$ cat src/rtl/usb_tx_pkg.sv
// Shared constants and state encoding for the non-data packet TX sequencer.
package usb_tx_pkg;

    localparam logic [7:0] SYNC_BYTE = 8'h80;

    typedef enum logic [2:0] {
        IDLE = 3'd0,
        SYNC = 3'd1,
        DATA = 3'd2,
        EOP  = 3'd3,
        GAP  = 3'd4
    } nd_seq_state_t;

endpackage

$ cat src/rtl/nd_tx_sequencer_gap_timer.sv
// Inter-packet gap timer: loads GAP_CYCLES-1, counts down to zero and holds there.
module nd_gap_timer #(
    parameter int GAP_CYCLES = 16
) (
    input  logic clk,
    input  logic n_rst,
    input  logic load_i,
    input  logic dec_i,
    output logic zero_o
);

    localparam int GW = (GAP_CYCLES > 1) ? $clog2(GAP_CYCLES) : 1;
    localparam logic [GW-1:0] LOAD_VAL = GW'(GAP_CYCLES - 1);

    logic [GW-1:0] cnt_q, cnt_d;

    always_comb begin
        cnt_d = cnt_q;
        if (load_i) begin
            cnt_d = LOAD_VAL;
        end else if (dec_i && (cnt_q != '0)) begin
            cnt_d = cnt_q - GW'(1);
        end
    end

    always_ff @(posedge clk or negedge n_rst) begin
        if (!n_rst) begin
            cnt_q <= '0;
        end else begin
            cnt_q <= cnt_d;
        end
    end

    assign zero_o = (cnt_q == '0);

endmodule

$ cat src/rtl/nd_tx_sequencer.sv
// Drains one token/handshake packet from nd_fifo, prefixes SYNC, requests EOP,
// then enforces the inter-packet gap before the next start is accepted.
module nd_tx_sequencer
    import usb_tx_pkg::*;
#(
    parameter int MAX_BYTES  = 200,
    parameter int GAP_CYCLES = 16,
    parameter int CNT_W      = 8
) (
    input  logic             clk,
    input  logic             n_rst,
    input  logic             tx_start,
    input  logic             fifo_empty,
    input  logic [7:0]       fifo_r_data,
    output logic             fifo_r_enable,
    output logic [7:0]       tx_byte,
    output logic             tx_valid,
    input  logic             tx_ready,
    output logic             eop_req,
    input  logic             eop_done,
    output logic             busy,
    output logic             tx_done,
    output logic             start_err,
    output logic             overlong,
    output logic [CNT_W-1:0] pkt_bytes,
    output nd_seq_state_t    state_dbg_o
);

    localparam logic [CNT_W-1:0] MAX_CNT = CNT_W'(MAX_BYTES);

    nd_seq_state_t    state_q, state_d;
    logic [CNT_W-1:0] pkt_bytes_q, pkt_bytes_d;
    logic             overlong_q, overlong_d;
    logic             tx_done_q, tx_done_d;
    logic             start_err_q, start_err_d;
    logic             gap_load, gap_zero, data_ok;

    assign data_ok = !fifo_empty && (pkt_bytes_q < MAX_CNT);

    // Handshake: a byte transfers on a clock edge where tx_valid & tx_ready are
    // both high; once raised, tx_valid and tx_byte hold until that edge, and the
    // fifo pop is that same handshake so the FWFT head is consumed exactly once.
    always_comb begin
        tx_byte       = 8'h00;
        tx_valid      = 1'b0;
        fifo_r_enable = 1'b0;
        eop_req       = 1'b0;
        case (state_q)
            SYNC: begin
                tx_byte  = SYNC_BYTE;
                tx_valid = 1'b1;
            end
            DATA: begin
                if (data_ok) begin
                    tx_byte       = fifo_r_data;
                    tx_valid      = 1'b1;
                    fifo_r_enable = tx_ready;
                end
            end
            EOP:     eop_req = 1'b1;
            default: ;
        endcase
    end

    always_comb begin
        state_d     = state_q;
        pkt_bytes_d = pkt_bytes_q;
        overlong_d  = overlong_q;
        tx_done_d   = 1'b0;
        start_err_d = 1'b0;
        gap_load    = 1'b0;
        case (state_q)
            IDLE: begin
                if (tx_start) begin
                    if (fifo_empty) begin
                        start_err_d = 1'b1;
                    end else begin
                        state_d     = SYNC;
                        pkt_bytes_d = '0;
                        overlong_d  = 1'b0;
                    end
                end
            end
            SYNC: if (tx_ready) state_d = DATA;
            DATA: begin
                if (fifo_empty) begin
                    state_d = EOP;
                end else if (!data_ok) begin
                    // Cap reached with bytes still queued: truncate, leave them in the fifo.
                    overlong_d = 1'b1;
                    state_d    = EOP;
                end else if (tx_ready) begin
                    pkt_bytes_d = pkt_bytes_q + CNT_W'(1);
                end
            end
            EOP: begin
                if (eop_done) begin
                    state_d  = GAP;
                    gap_load = 1'b1;
                end
            end
            GAP: begin
                if (gap_zero) begin
                    state_d   = IDLE;
                    tx_done_d = 1'b1;
                end
            end
            default: state_d = IDLE;
        endcase
    end

    always_ff @(posedge clk or negedge n_rst) begin
        if (!n_rst) begin
            state_q     <= IDLE;
            pkt_bytes_q <= '0;
            overlong_q  <= 1'b0;
            tx_done_q   <= 1'b0;
            start_err_q <= 1'b0;
        end else begin
            state_q     <= state_d;
            pkt_bytes_q <= pkt_bytes_d;
            overlong_q  <= overlong_d;
            tx_done_q   <= tx_done_d;
            start_err_q <= start_err_d;
        end
    end

    nd_gap_timer #(
        .GAP_CYCLES(GAP_CYCLES)
    ) u_gap_timer (
        .clk   (clk),
        .n_rst (n_rst),
        .load_i(gap_load),
        .dec_i (state_q == GAP),
        .zero_o(gap_zero)
    );

    assign busy        = (state_q != IDLE);
    assign tx_done     = tx_done_q;
    assign start_err   = start_err_q;
    assign overlong    = overlong_q;
    assign pkt_bytes   = pkt_bytes_q;
    assign state_dbg_o = state_q;

endmodule

$ cat config.mk
export PLATFORM = sky130hd
export DESIGN_NAME = nd_tx_sequencer
export DESIGN_NICKNAME = d
export VERILOG_FILES = /design/src/rtl/usb_tx_pkg.sv /design/src/rtl/nd_tx_sequencer_gap_timer.sv /design/src/rtl/nd_tx_sequencer.sv
export SDC_FILE = /design/constraint.sdc
export NUM_CORES = 1
export LEC_CHECK = 0
export ABC_AREA = 0
export CAP_MARGIN = 20
export CORE_UTILIZATION = 40
export CTS_CLUSTER_SIZE = 14
export DETAILED_ROUTE_END_ITERATION = 12
export GPL_TIMING_DRIVEN = 0
export PLACE_DENSITY = 0.8
export SLEW_MARGIN = 10
export SYNTH_ARGS = -nofsm -noshare
export SYNTH_HDL_FRONTEND = slang
export SYNTH_SLANG_ARGS = --single-unit
$ cat constraint.sdc
create_clock -name clk -period 3.55 [get_ports clk]
set_input_delay 1.065 -clock clk [delete_from_list [all_inputs] [get_ports clk]]
set_output_delay 1.065 -clock clk [all_outputs]
set_load 0.02 [all_outputs]
==> results.md, run 1 <==
* Mapped Nets at 125
* H-Tree Depth at 1
* RSZ-0062 raised after global routing: false
* Setup Total Neg Slack at 0 ns
* Worst hold slack at 0.556 ns
* Max clock buf depth at 2
* Status: finished, final reports clean
* Post-synth top flop: dfrtp_1
* DR vias at 924
* Top-area cell type share of the netlist area at 44.1%
* Crit path cell chain: clkdlybuf4s50_1 -> nor3_4 -> and3_4 -> and2_1 -> clkdlybuf4s15_2
* Final hold vios at 0
* Initial antenna violation count at 0
* Commonest non-fill, non-tap cells in the layout: clkdlybuf4s50_1, dfrtp_1, nand2_1
* Area Overhead vs Synth at 43.0%
* CP top delay family: buffers and inverters
* WL/cell at 13.0 µm
* Crit. End Element: output port
* Slew HR at 46.8%
* Die Height at 52.5 µm
* Crit share post-route at 98.6%
* Vias in the first global route at 814
* Placed insts at 176
* Fmax at 286 MHz
* Startpoint types: input port
* Max stage delay on crit path at 0.48 ns
* Commonest non-fill, non-tap cell in the layout: clkdlybuf4s50_1
* Total placed instance area at 1450 µm²
* Main combinational cell family by area after synthesis: simple AND/OR/NAND/NOR gates
* Fillers at 211
* CTS buffer count at 3
* Clock Sinks at 18
* PwrDens at 641 nW/µm²
* Nets at 169
* GPL Wtd Cong at 0.772
* Max-slew violations at 0
* WP data arrival at 2.44 ns
* Critical path class: in -> out
* FFs w/ async S/R, synth at 100%
* WHS Path Cells at 2
* Die width at 52.5 µm
* Post-DP HPWL at 1800 µm
* Min-delay src: overlong$_DFFE_PN0P_
* Post-synthesis simple-gate area fraction at 31.5%
* PortBufs at 39
* CTS root buf: clkbuf_4
* Crit. Startpoint: fifo_empty
* Avg Vias per Cell at 5.13
* Area of the multi-input gates at 529 µm²
* Fin cells at 180
* Crit path max fanout at 10
* R2r startpoint: pkt_bytes[5]$_DFFE_PN0P_
* Reg clk slew, reported paths at 0.11 ns
* Hold Path Class: reg -> reg
* Final ANT Viol Nets at 0
* Layout cells sized above 1 at 15.8%
* Die area at 2760 µm²
* Yosys top cell by area: dfrtp_1
* Slowest CP cell: clkdlybuf4s50_1
* CTS tree: built
* Crit path buf inv count at 2
* Post-synthesis cell area at 1020 µm²
* Overflow after GRT at 0
* Sequential fraction of the synthesis area at 44.1%
* I/O pin cnt at 40
* Pre-CTS setup slack at -0.685 ns
* Clk Latency, worst-skew pair at 0.29 ns
* Iter 0 DRT Violations at 28
* Clock skew at 0.00893 ns
* Mux contribution to synthesized area at 0.980%
* Pin count of the biggest net entering global routing at 19
* Worst-Margin Slew at 0.795 ns
* Ys Warns at 0
* Cells after Synth at 109
* Tot GR Track Use at 17.9%
* Num rows at 17
* Post-synth EDFFs at 0
* Leakage at 0.679 nW
* WP depth at 5
* Core ar. at 2320 µm²
* Final min period at 3.50 ns
* Register area at 450 µm²
* Adder-cell share of the synthesized area at 2.45%
* Finished Cell Area at 1460 µm²
* Total of max-cap violations at 0
* Synth top area cells: dfrtp_1, nand2_1, and2_1
* TritonRoute pass-1 iters at 4
* Initial Util at 44.0%
* DRC Markers at 0
* R2r worst-path depth at 5
* Setup Viol. Count Final at 0
* Flop2flop setup slack at 1.73 ns
* Crit path required time at 2.48 ns
* # diodes at 0
* Synth Area in XOR/XNOR at 2.57%
* Maximum vdd drop at 0.000410 V
* Synthesized area per cell at 9.37 µm²
* Global-route wire length before repair at 3640 µm
* Post-Route WL at 2330 µm
* Synth Area in Compound Gates at 13.4%
* Worst setup margin at 0.0490 ns
* Yosys cell types at 38
* Post-synthesis register bit count at 18
[registers in the layout (all words and copies together), names as in the netlist]
name and flops:
overlong 1, pkt_bytes 8, start_err 1, state_dbg_o 3, tx_done 1, u_gap_timer.cnt_q 4
[repair_timing]
| item | 4_1_cts | 5_1_grt |
|---|---|---|
| endpoints found under the setup margin | 10 | 7 |
| hold endpoints to repair | 0 | 0 |
| hold buffers | 0 | 0 |
| pin swaps | 1 | 0 |
| setup buffers | 1 | 0 |
| gates resized for setup | 15 | 13 |
[per-stage QoR]
step	total power, mW	util (%)
finish	0.936	63.0
global route	1.00	63.0
detailed placement	0.823	62.4
CTS	0.950	64.2
global placement	0.806	62.4
floorplan	0.613	-
[power by group]
part / leakage (nW) / switching [mW] / internal, mW
Clock: 0.0210 / 0.0649 / 0.0624
Sequential: 0.229 / 0.0544 / 0.256
Combinational: 0.429 / 0.266 / 0.232
Total: 0.679 / 0.385 / 0.551
[kinds of logic (layout without fill, tap and decap cells)]
family	after synthesis	count (layout)
fa+ha+maj	2	2
compound gates	18	18
buf+inv	9	52
simple gates	58	58
xor+xnor	3	3
flops	18	18
mux	1	1
[synthesized netlist by cell type, drive strengths merged, types with 2 or more instances]
cell	number
a22o	2
a21oi	5
and2	9
ha	2
inv	5
and3	4
nor3	5
dfrtp	18
o211ai	2
clkbuf	3
a211o	3
nand3	7
or3	2
nor2	6
nor3b	3
xnor2	2
nand2	16
[layout make-up]
type / count / share of cell area, %
tap: 28 / 2.40
timing repair buffer: 40 / 24.8
sequential: 18 / 30.8
clock buffer: 4 / 2.49
buffer: 3 / 1.97
multi-input combinational: 82 / 36.2
inverter: 5 / 1.29
[final timing paths]
check / endpoint
max: tx_byte[3]
min: overlong$_DFFE_PN0P_
max reg2reg: pkt_bytes[6]$_DFFE_PN0P_
min reg2reg: overlong$_DFFE_PN0P_
max in group asynchronous: state_dbg_o[1]$_DFFE_PN0P_
min in group asynchronous: pkt_bytes[2]$_DFFE_PN0P_
[worst min-delay path: cells and delay by family (launching register included)]
kind	cells	cell delay (ns)
DFF	1	0.39
AOI/OAI and AO/OA	1	0.05
and+or+nand+nor	1	0.09
[layer usage]
layer | routed length, µm | share of wire (%) | track usage [%]
met5 | 0 | 0 | 0
met4 | 0 | 0 | 3.95
met3 | 97 | 4.2 | 2.61
met2 | 1150 | 49 | 29.7
met1 | 1090 | 47 | 24.4
Note: power is estimated with default switching activity, not from simulation.
==> run 2: changes to the inputs <==
Settings changed: CORE_MARGIN from default to 2, GPL_TIMING_DRIVEN 0 to default, TNS_END_PERCENT from default to 5.
==> run 2 against run 1 <==
Total power is 2.4% lower. Register-to-register slack hardly changed. Routed wire length is 0.69% higher. Clock power hardly changed. Combinational power is 9.4% lower. Die area is 7.8% higher. Critical endpoint is now fifo_r_enable. Largest cell class unchanged. Sequential share of layout area is 0.46 points higher. Critical path depth is 1 higher. Setup slack better by 0.052 ns. Highest routed layer is now met4. Global-route usage is 0.064 points lower. First-iteration DRC count is 46% lower. Non-clock buffer count is 1 lower.
==> results.md, run 2 (synthesis gave the netlist of run 1 again) <==
* Crit share post-route at 97.1% (-1.5 points)
* Worst setup margin at 0.101 ns (+0.0524 ns)
* Commonest non-fill, non-tap cell in the layout: clkdlybuf4s50_1
* Final hold vios at 0 (unchanged)
* Pre-CTS setup slack at -0.260 ns (+0.425 ns)
* Die width at 54.5 µm (+3.8%)
* Clock skew at 0.00912 ns (+0.000181 ns)
* Clock Sinks at 18 (unchanged)
* Total of max-cap violations at 0 (unchanged)
* Number of flip-flops in the largest register at 8 (unchanged)
* WL/cell at 13.0 µm (+0.13%)
* Die Height at 54.5 µm (+3.8%)
* Max-slew violations at 0 (unchanged)
* H-Tree Depth at 1 (unchanged)
* Slowest CP cell: clkdlybuf4s50_1
* I/O pin cnt at 40 (unchanged)
* CTS root buf: clkbuf_4
* Overflow after GRT at 0 (unchanged)
* Final min period at 3.45 ns (-0.0524 ns)
* CTS buffer count at 3 (unchanged)
* R2r startpoint: pkt_bytes[5]$_DFFE_PN0P_
* CP top delay family: buffers and inverters
* Hold buffers post-CTS at 0 (unchanged)
* Max clock buf depth at 2 (unchanged)
* DR vias at 942 (+1.9%)
* Vias in the first global route at 877 (+7.7%)
* RSZ-0062 raised after global routing: false
* Fmax at 290 MHz (+1.5%)
* Tot GR Track Use at 17.8% (-0.064 points)
* Layout cells sized above 1 at 15.9% (+0.10 points)
* Slew HR at 47.1% (+0.30 points)
* Crit path buf inv count at 4 (+2)
* Maximum vdd drop at 0.000411 V (+0.15%)
* GPL Wtd Cong at 0.803 (+4.0%)
* Leakage at 0.669 nW (-1.4%)
* TritonRoute pass-1 iters at 4 (unchanged)
* Hold Path Class: reg -> reg
* # diodes at 0 (unchanged)
* Crit path max fanout at 4 (-6)
* DRC Markers at 0 (unchanged)
* Finished Cell Area at 1440 µm² (-1.5%)
* PortBufs at 39 (unchanged)
* Clk Latency, worst-skew pair at 0.30 ns (about the same)
* Global-route wire length before repair at 3820 µm (+4.7%)
* Final ANT Viol Nets at 0 (unchanged)
* Startpoint types: input port
* Iter 0 DRT Violations at 15 (-46%)
* Crit. End Element: output port
* CTS tree: built
* Commonest non-fill, non-tap cells in the layout: clkdlybuf4s50_1, dfrtp_1, nand2_1
* Setup Viol. Count Final at 0 (unchanged)
* Setup bufs post-CTS at 0 (-1)
* Status: finished, final reports clean
* Num rows at 18 (+1)
* Crit. Startpoint: fifo_empty
* Critical path class: in -> out
* PwrDens at 635 nW/µm² (-0.91%)
* Nets at 168 (-0.59%)
* Crit path cell chain: clkdlybuf4s50_1 -> nor3_2 -> buf_4 -> nand3_2 -> inv_1 -> clkdlybuf4s15_1
* Initial antenna violation count at 0 (unchanged)
* Max stage delay on crit path at 0.45 ns (-0.03 ns)
* Avg Vias per Cell at 5.20 (+1.4%)
* Post-Route WL at 2350 µm (+0.69%)
* Min-delay src: u_gap_timer.cnt_q[3]$_DFFE_PN0P_
* Area Overhead vs Synth at 40.9%
* Reg clk slew, reported paths at 0.11 ns (about the same)
* Core ar. at 2450 µm² (+5.9%)
* Final Util at 58.6% (-4.4 points)
* WP data arrival at 2.38 ns (-0.06 ns)
* Setup Total Neg Slack at 0 ns (unchanged)
* Tot Pwr at 0.914 mW (-2.4%)
* Worst-Margin Slew at 0.791 ns (-0.00447 ns)
* Initial Util at 41.6% (-2.4 points)
* Crit path required time at 2.48 ns (about the same)
* Post-DP HPWL at 1810 µm (+0.57%)
* Die area at 2970 µm² (+7.8%)
* Pin count of the biggest net entering global routing at 19 (unchanged)
* Total placed instance area at 1440 µm² (-0.52%)
## run 2: cell count changes in the layout (fill, tap and decap cells not counted)
cell             change
clkdlybuf4s15_1      +2
clkbuf_2             +1
clkbuf_1             -1
dlygate4sd2_1        -2
buf_4                +2
clkbuf_8             -1
buf_6                -1
nor3_2               +1
clkdlybuf4s15_2      -1
nor3_4               -1
## run 2: report_power, final
part | internal (mW) | total (mW) | switching (mW)
Sequential | 0.255 | 0.335 | 0.0802
Clock | 0.0626 | 0.127 | 0.0647
Combinational | 0.217 | 0.451 | 0.234
Total | 0.535 | 0.914 | 0.379
## run 2: what timing repair did
| action | 4_1_cts | 5_1_grt |
|---|---|---|
| pin swaps | 0 | 0 |
| endpoints found under the setup margin | 10 | 10 |
| gates resized for setup | 11 | 18 |
| endpoints found under the hold margin | 0 | 0 |
| gates cloned | 0 | 0 |
## run 2: layout make-up
| class | instances | area [µm²] |
|---|---|---|
| Clock buffer | 4 | 36.3 |
| Fill cell | 226 | 1020 |
| Inverter | 5 | 18.8 |
| Multi-Input combinational cell | 82 | 523 |
| Sequential cell | 18 | 450 |
| Tap cell | 30 | 37.5 |
| Timing Repair Buffer | 42 | 373 |
## run 2: path summary, 6_finish.rpt
kind                       cells after the start  slack [ns]                               end
setup / recovery                               6        0.10                     fifo_r_enable
hold / removal                                 2        0.55  u_gap_timer.cnt_q[3]$_DFFE_PN0P_
setup reg to reg                               5        1.72          pkt_bytes[6]$_DFFE_PN0P_
hold reg to reg                                2        0.55  u_gap_timer.cnt_q[3]$_DFFE_PN0P_
max in group asynchronous                      1        1.84          pkt_bytes[6]$_DFFE_PN0P_
min in group asynchronous                      1        1.21        state_dbg_o[2]$_DFFE_PN0P_
## run 2: tightest hold or removal path: stages (launching register included)
cell	delay (ns)
dfrtp_1	0.39
xor2_1	0.08
nand2_1	0.06
## run 2: per-stage QoR
stage          instances  hold slack (ns)
5_1_grt              181            0.568
6_report             181            0.550
3_3_place_gp         177            0.513
2_1_floorplan        109            0.488
3_5_place_dp         177            0.522
4_1_cts              181            0.553
## run 2: metal layers
layer	GRT usage [%]	wire, µm	up-vias
li1	-	-	472
met1	23.3	1050	453
met2	28.9	1210	14
met3	3.55	70	3
met4	7.08	23	0
met5	0	0	-
==> run 3: changes to the inputs <==
Settings changed: CORE_UTILIZATION 40 to 46, PLACE_DENSITY 0.8 to 0.9.
==> run 3 against run 2 <==
Hold slack got worse by 0.0064 ns. Final area is 2.6% higher. Combinational power up 2%. Critical path depth down 1. Largest power group unchanged. Global-route usage is 3.0 points higher. Total power up 1.0%.
==> results.md, run 3 (synthesis gave the netlist of run 1 again) <==
* Status: finished, final reports clean
* Leakage at 0.679 nW (+1.5%)
* Clock Sinks at 18 (unchanged)
* Initial Util at 47.5% (+5.9 points)
* PortBufs at 39 (unchanged)
* Area Overhead vs Synth at 44.6%
* Tot GR Track Use at 20.8% (+3.0 points)
* Crit path cell chain: clkdlybuf4s50_1 -> nor3_2 -> and3_4 -> and2_1 -> clkdlybuf4s15_1
* Placed insts at 176 (-0.56%)
* WP data arrival at 2.41 ns (+0.03 ns)
* Core ar. at 2150 µm² (-12%)
* Final Util at 68.7% (+10 points)
* CTS root buf: clkbuf_4
* Clock skew at 0.000946 ns (-0.00817 ns)
* Avg Vias per Cell at 5.38 (+3.4%)
* Clk Latency, worst-skew pair at 0.29 ns (about the same)
* I/O pin cnt at 40 (unchanged)
* Slowest CP cell: clkdlybuf4s50_1
* Max clock buf depth at 2 (unchanged)
* Max-slew violations at 0 (unchanged)
* Crit path required time at 2.48 ns (about the same)
* DRC Markers at 0 (unchanged)
* Global-route wire length before repair at 4110 µm (+7.8%)
* Fin cells at 180 (-0.55%)
* Slew HR at 45.5% (-1.6 points)
* Nets at 169 (+0.60%)
* Die width at 51.1 µm (-6.3%)
* Vias in the first global route at 927 (+5.7%)
* TritonRoute pass-1 iters at 4 (unchanged)
* CTS buffer count at 3 (unchanged)
* Hold Path Class: reg -> reg
* DR vias at 969 (+2.9%)
* Post-Route WL at 2510 µm (+7.1%)
* Pre-CTS setup slack at -0.259 ns (+0.00121 ns)
* H-Tree Depth at 1 (unchanged)
* Final hold vios at 0 (unchanged)
* Total of max-cap violations at 0 (unchanged)
* Final min period at 3.48 ns (+0.0306 ns)
* Total placed instance area at 1440 µm² (+0.35%)
* Finished Cell Area at 1480 µm² (+2.6%)
* Final ANT Viol Nets at 0 (unchanged)
* Maximum vdd drop at 0.000465 V (+13%)
* Num rows at 17 (-1)
* Setup Total Neg Slack at 0 ns (unchanged)
* Hold buffers post-CTS at 0 (unchanged)
* Critical path class: in -> out
* Crit. End Element: output port
* Worst hold slack at 0.543 ns (-0.00636 ns)
* CTS tree: built
* Fmax at 287 MHz (-0.88%)
* WL/cell at 14.0 µm (+7.7%)
* Commonest non-fill, non-tap cells in the layout: clkdlybuf4s50_1, dfrtp_1, nand2_1
* Setup bufs post-CTS at 0 (unchanged)
* Number of flip-flops in the largest register at 8 (unchanged)
* Layout cells sized above 1 at 11.8% (-4.1 points)
* Worst setup margin at 0.0708 ns (-0.0306 ns)
* Initial antenna violation count at 0 (unchanged)
* Post-DP HPWL at 1930 µm (+6.3%)
* Iter 0 DRT Violations at 13 (-2)
* Reg clk slew, reported paths at 0.11 ns (about the same)
* Overflow after GRT at 0 (unchanged)
* # diodes at 0 (unchanged)
* Crit path max fanout at 10 (+6)
* Setup Viol. Count Final at 0 (unchanged)
* PwrDens at 625 nW/µm² (-1.6%)
* GPL Wtd Cong at 0.752 (-6.3%)
* Die Height at 51.1 µm (-6.3%)
* Crit share post-route at 98.0% (+0.86 points)
* Tot Pwr at 0.923 mW (+1.0%)
* Worst-Margin Slew at 0.815 ns (+0.0241 ns)
* Startpoint types: input port
* Die area at 2610 µm² (-12%)
* Max stage delay on crit path at 0.45 ns (about the same)
* Commonest non-fill, non-tap cell in the layout: clkdlybuf4s50_1
* Pin count of the biggest net entering global routing at 19 (unchanged)
-- run 3: cell count changes in the layout (fill, tap and decap cells not counted), sizes merged --
cell and delta:
buf +1, clkbuf -7, clkdlybuf4s15 +5, dlygate4sd2 +2
-- run 3: metal layers --
layer / up-vias / part of all wire (%) / global-route usage (%)
li1: 469 / - / -
met1: 469 / 42 / 24.3
met2: 25 / 53 / 38.1
met3: 6 / 2.9 / 2.05
met4: 0 / 1.9 / 9.46
met5: - / 0 / 0
-- run 3: critical path: cells and delay by family --
family,cells,cell delay (ns)
buf+inv,2,0.76
simple gates,3,0.59
-- run 3: path summary, 6_finish.rpt --
kind                                     startpoint                                to  slack, ns  depth (start not counted)
min reg2reg                pkt_bytes[7]$_DFFE_PN0P_          pkt_bytes[7]$_DFFE_PN0P_       0.54                          1
max reg2reg                pkt_bytes[4]$_DFFE_PN0P_          pkt_bytes[6]$_DFFE_PN0P_       1.68                          5
max in group asynchronous                     n_rst  u_gap_timer.cnt_q[3]$_DFFE_PN0P_       1.82                          1
min in group asynchronous                     n_rst          pkt_bytes[2]$_DFFE_PN0P_       1.23                          1
max                                      fifo_empty                        tx_byte[5]       0.07                          5
min                        pkt_bytes[7]$_DFFE_PN0P_          pkt_bytes[7]$_DFFE_PN0P_       0.54                          1
-- run 3: cell type report --
cell class / count / area (µm²)
clock buffers: 4 / 36.3
fillers: 170 / 672
inverters: 5 / 18.8
multi-input cells: 82 / 523
flip-flops and latches: 18 / 450
well taps: 28 / 35.0
repair buffers: 43 / 413
-- run 3: timing repair --
item                       in CTS  in global routing
setup endpoints to repair      10                  9
gates resized for setup        10                 10
hold endpoints to repair        0                  0
-- run 3: power by group --
part | switching (mW) | total, mW | internal [mW]
Clock | 0.0666 | 0.129 | 0.0625
Combinational | 0.235 | 0.459 | 0.224
Sequential | 0.0796 | 0.335 | 0.255
